File: config.mk
export PLATFORM = sky130hd
export DESIGN_NAME = lif_spike_synapse
export DESIGN_NICKNAME = d
export VERILOG_FILES = /design/src/rtl/lif_pkg.sv /design/src/rtl/lif_spike_edge_det.sv /design/src/rtl/lif_spike_synapse.sv
export SDC_FILE = /design/constraint.sdc
export NUM_CORES = 1
export LEC_CHECK = 0
export CAP_MARGIN = 20
export CORE_MARGIN = 4
export CORE_UTILIZATION = 59
export CTS_CLUSTER_SIZE = 20
export DETAILED_ROUTE_END_ITERATION = 6
export PLACE_DENSITY = 0.81
export SYNTH_ARGS = -nofsm -noshare
export SYNTH_HDL_FRONTEND = slang
export SYNTH_SLANG_ARGS = --single-unit
File: constraint.sdc
create_clock -name clk -period 7.6 [get_ports clk]
set_input_delay 1.52 -clock clk [delete_from_list [all_inputs] [get_ports clk]]
set_output_delay 1.52 -clock clk [all_outputs]
set_load 0.02 [all_outputs]
File: src/rtl/lif_pkg.sv
// lif_pkg: shared FSM states, widths and saturation helper for the LIF spike path
package lif_pkg;
  typedef enum logic [1:0] {IDLE, RUN, DRAIN} state_t;
  localparam int SPIKE_CNT_W = 16;
  localparam int I_WIDTH_DEF = 8;
  function automatic logic [63:0] clamp(input logic signed [63:0] v, input logic [62:0] hi);
    return v < 0 ? 64'd0 : v > $signed({1'b0, hi}) ? {1'b0, hi} : v;
  endfunction
endpackage

File: src/rtl/lif_spike_edge_det.sv
// lif_spike_edge_det: N-wide rising-edge spike detector with popcount of detected edges
module lif_spike_edge_det #(
  parameter int N = 4,
  parameter int CW = $clog2(N + 1)
) (
  input  logic          clk,
  input  logic          reset,
  input  logic [N-1:0]  spike_in,
  output logic [N-1:0]  det,
  output logic [CW-1:0] count
);
  logic [N-1:0] spike_prev;
  always_ff @(posedge clk) spike_prev <= reset ? '0 : spike_in;
  assign det = spike_in & ~spike_prev;
  always_comb begin
    count = '0;
    for (int i = 0; i < N; i++) count = count + CW'(det[i]);
  end
endmodule

File: src/rtl/lif_spike_synapse.sv
// lif_spike_synapse: weighted leaky spike integrator driving neuron I_app; INHIBITORY_EN selects signed weights
module lif_spike_synapse
  import lif_pkg::*;
#(
  parameter int N_IN = 4,
  parameter int W_WIDTH = 8,
  parameter int ACC_WIDTH = 16,
  parameter int I_WIDTH = I_WIDTH_DEF,
  parameter int DECAY_PERIOD = 4,
  parameter int DECAY_SHIFT = 3,
  localparam int AW = N_IN > 1 ? $clog2(N_IN) : 1
) (
  input  logic                   clk,
  input  logic                   reset,
  input  logic                   enable,
  input  logic [N_IN-1:0]        spike_in,
  input  logic                   w_wr_en,
  input  logic [AW-1:0]          w_addr,
  input  logic [W_WIDTH-1:0]     w_data,
  output logic [I_WIDTH-1:0]     I_app,
  output logic                   i_sat,
  output logic                   busy,
  output logic [SPIKE_CNT_W-1:0] spike_count
);
  localparam int CW = $clog2(N_IN + 1);
  localparam int SW = ACC_WIDTH + CW + 2;
  localparam int PW = DECAY_PERIOD > 1 ? $clog2(DECAY_PERIOD) : 1;
  localparam logic [62:0] ACC_MAX = (63'd1 << ACC_WIDTH) - 63'd1;
  localparam logic [62:0] I_MAX = (63'd1 << I_WIDTH) - 63'd1;
`ifdef INHIBITORY_EN
  localparam bit SIGNED_W = 1'b1;
`else
  localparam bit SIGNED_W = 1'b0;
`endif
  state_t state, state_next;
  logic [ACC_WIDTH-1:0] acc, acc_next, leak;
  logic [PW-1:0] pre;
  logic [W_WIDTH-1:0] w [N_IN];
  logic [N_IN-1:0] det;
  logic [CW-1:0] det_count;
  logic signed [SW-1:0] sum, raw;
  logic tick;
  lif_spike_edge_det #(.N(N_IN)) u_edge (
    .clk(clk),
    .reset(reset),
    .spike_in(spike_in),
    .det(det),
    .count(det_count)
  );
  assign tick = state != IDLE && pre == PW'(DECAY_PERIOD - 1);
  assign busy = state != IDLE;
  always_comb begin
    sum = '0;
    for (int i = 0; i < N_IN; i++)
      sum = sum + (det[i] && state == RUN ? (SIGNED_W ? SW'($signed(w[i])) : SW'(w[i])) : '0);
    leak = !tick ? '0 : acc >= ACC_WIDTH'(1 << DECAY_SHIFT) ? acc >> DECAY_SHIFT : ACC_WIDTH'(acc != '0);
    raw = SW'(acc) - SW'(leak) + sum;
    acc_next = state == IDLE ? '0 : ACC_WIDTH'(clamp(64'(raw), ACC_MAX));
    state_next = state == IDLE ? (enable ? RUN : IDLE)
               : state == RUN ? (enable ? RUN : DRAIN)
               : enable ? RUN : acc == '0 ? IDLE : DRAIN;
  end
  always_ff @(posedge clk) begin
    if (reset) begin
      state <= IDLE;
      acc <= '0;
      pre <= '0;
      I_app <= '0;
      i_sat <= 1'b0;
      spike_count <= '0;
      for (int i = 0; i < N_IN; i++) w[i] <= '0;
    end else begin
      state <= state_next;
      acc <= acc_next;
      pre <= state == IDLE || tick ? '0 : pre + 1'b1;
      I_app <= I_WIDTH'(clamp(64'(acc_next), I_MAX));
      i_sat <= 63'(acc_next) > I_MAX;
      if (state == RUN) spike_count <= spike_count + SPIKE_CNT_W'(det_count);
      if (w_wr_en && int'(w_addr) < N_IN) w[w_addr] <= w_data;
    end
  end
endmodule
==> impl_metrics.json <==
{
  "status": "completed",
  "crit_required_ns": 7.88,
  "dp_hpwl_mm": 9.45,
  "slew_violations": 0,
  "grtUsageTotal_pct": 22.7,
  "setup-tns-final_ns": 0,
  "avgSynthCellArea_um2": 9.48,
  "arrival_ns": 7.43,
  "clock_latency_ns": 0.35,
  "synth_flop_cell": "dfxtp_1",
  "synth_edf_count": 32,
  "yosysUniqueCellTypes": 61,
  "avgViaCountPerCell": 5.77,
  "endpoint_kind": "flop",
  "area_delta_synth_final_pct": 13.7,
  "cts_setup_buffers": 0,
  "syn_inst": 577,
  "die_w_um": 104,
  "period_share_pct": 94.0,
  "finalWirelength_mm": 11.9,
  "antenna_cells": 0,
  "htree_levels": 3,
  "grt_max_degree": 33,
  "finalHoldViolations": 0,
  "ctsResizeCount": 0,
  "slew_headroom_pct": 39.6,
  "synth_area_um2": 5470,
  "grt_pass1_wl_mm": 20.1,
  "fmax_ghz": 0.140,
  "cts_inserted_buffers": 9,
  "die_y_um": 104,
  "synthArstFlopShare_pct": 0,
  "avgRoutedWirePerCell_um": 16.2,
  "skew_ns": 0.0134,
  "synth_top_area_cell": "dfxtp_1",
  "rsz0062_at_grt": "no",
  "start_kind": "primary input",
  "min_period_ns": 7.15,
  "tightest_slew_ns": 0.883,
  "setup_viol": 0,
  "total_power_w": 0.00179,
  "drv_cap": 0,
  "firstDrtPassIters": 5,
  "yosys-top-cells-area": "dfxtp_1, edfxtp_1, ha_1",
  "clk_path_buf_depth": 2,
  "cts_sinks": 81,
  "cts_hold_buf": 0,
  "antenna_left": 0,
  "portBuffers": 43,
  "slowest_delay_ns": 0.53,
  "dieArea_um2": 10900,
  "vdd_drop_max_v": 0.000152,
  "nNetsFinal": 697,
  "mostFrequentLayoutCell": "dfxtp_1",
  "path_cells": "clkdlybuf4s50_1, nor2b_2, and3_1, fa_1, fa_1, ha_1, fa_1, a21o_1, a21oi_1, o21bai_1, a21oi_1, xnor2_1, ha_1, nand4_1, o211a_1, a2111oi_0, mux2_2, nand2_1, or2_1, a21oi_1",
  "synth_seq_cells": 81,
  "row_count": 34,
  "drt_iter0_markers": 127,
  "seq_area_frac_synth_pct": 35.5,
  "cp_slowest_cell": "a2111oi_0",
  "leakage_nw": 2.71,
  "ys.warnings.count": 0,
  "synth_fp_nets": 655,
  "final_cell_mix": "dfxtp_1, clkdlybuf4s50_1, nand2_1, inv_1",
  "clk_pin_slew_worst_paths_ns": 0.09,
  "worst-setup-path-type": "in2reg",
  "initial_core_util_pct": 61.5,
  "io_pins": 44,
  "hp-class": "reg2reg",
  "power_per_cell_area_nw_per_um2": 288,
  "gp_congestion": 0.914,
  "grt-ovfl-total": 0,
  "critical_path_peak_fanout": 14,
  "vias": 4220,
  "drc": 0,
  "place_area_um2": 5990,
  "fillCellCount": 696,
  "yosysTopAreaCellShare_pct": 17.9,
  "cts-root-buf": "clkbuf_8",
  "design_area_um2": 6220,
  "grt_pass1_vias": 4381,
  "layout-drive-gt1-share_pct": 7.69,
  "cts_tree": "done",
  "antenna_found_initial": 0,
  "core-area_um2": 8890
}
[sequential cells by signal, summed over array words and instances, names as in the netlist]
signal / flops
I_app: 8
acc: 16
i_sat: 1
pre: 2
spike_count: 16
state: 2
u_edge.spike_prev: 4
w: 32
[worst max-delay path: cells and delay by family]
kind	cells	cell delay (ns)
simple gates	5	1.26
buf+inv	1	0.50
compound gates	7	1.81
mux	1	0.26
fa+ha+maj	5	1.99
xor+xnor	1	0.10
[cells in the mapped netlist (3+ instances only)]
cell	n
a21oi_1	35
edfxtp_1	32
inv_1	41
nor3_1	7
nor3b_1	3
a21o_1	11
nand3_1	12
a221o_1	3
ha_1	40
dfxtp_1	49
and3_1	34
o211a_1	3
xor2_1	16
fa_1	20
nand2_1	41
nand4_1	5
o21a_1	3
mux2i_1	4
a2111oi_0	3
clkbuf_1	13
xnor2_1	26
a31oi_1	3
nor2b_1	17
o21ai_0	13
a21oi_2	9
nor2_1	40
or2_2	4
and2_1	36
a211oi_1	6
o21bai_1	7
nor4_1	5
a31o_2	3
[routing by layer]
metal / share of wire, % / global-route usage (%)
met1: 43 / 26.1
met2: 52 / 42.2
met3: 2.5 / 2.92
met4: 2.4 / 8.93
met5: 0 / 0
[cells by family (layout without fill, tap and decap cells)]
family	after synthesis	after routing	synth area share, %
AO/OA/AOI/OAI	110	110	14.0
multiplexers	5	5	0.938
XOR/XNOR	42	42	6.72
AND/OR/NAND/NOR	220	220	21.9
adder cells (fa/ha/maj)	60	60	16.5
buffers and inverters	59	106	4.53
flip-flops	81	81	35.5
[final timing paths]
check	start	slack [ns]	cells past startpoint	endpoint
worst max-delay path	spike_in[1]	0.45	20	acc[1]
worst min-delay path	pre[0]	0.44	1	pre[0]
worst max register to register	state[0]	1.67	20	acc[1]
worst min register to register	pre[0]	0.44	1	pre[0]
[through the flow]
stage	hold slack [ns]	utilization, %	worst slack (ns)	cells
6_report	0.441	69.9	0.453	732
2_1_floorplan	0.407	-	1.07	577
3_3_place_gp	0.416	67.4	0.432	716
5_1_grt	0.463	69.9	0.146	732
4_1_cts	0.443	69.9	0.359	732
3_5_place_dp	0.430	67.4	0.183	716
[final cells by class]
type | count | area (µm²) | share of cell area [%]
well taps | 108 | 135 | 2.17
multi-input cells | 437 | 3290 | 52.9
repair buffers | 49 | 475 | 7.65
flip-flops and latches | 81 | 1940 | 31.2
inverters | 41 | 154 | 2.47
clock buffers | 12 | 166 | 2.68
clock inverters | 4 | 58.8 | 0.946
[where the power goes]
part,switching (W),internal (W),total [W]
clock,0.000162,0.000184,0.000346
sequential,0.0000297,0.000503,0.000533
combinational,0.000552,0.000358,0.000909
total,0.000743,0.00105,0.00179
Note: power is estimated with default switching activity, not from simulation.
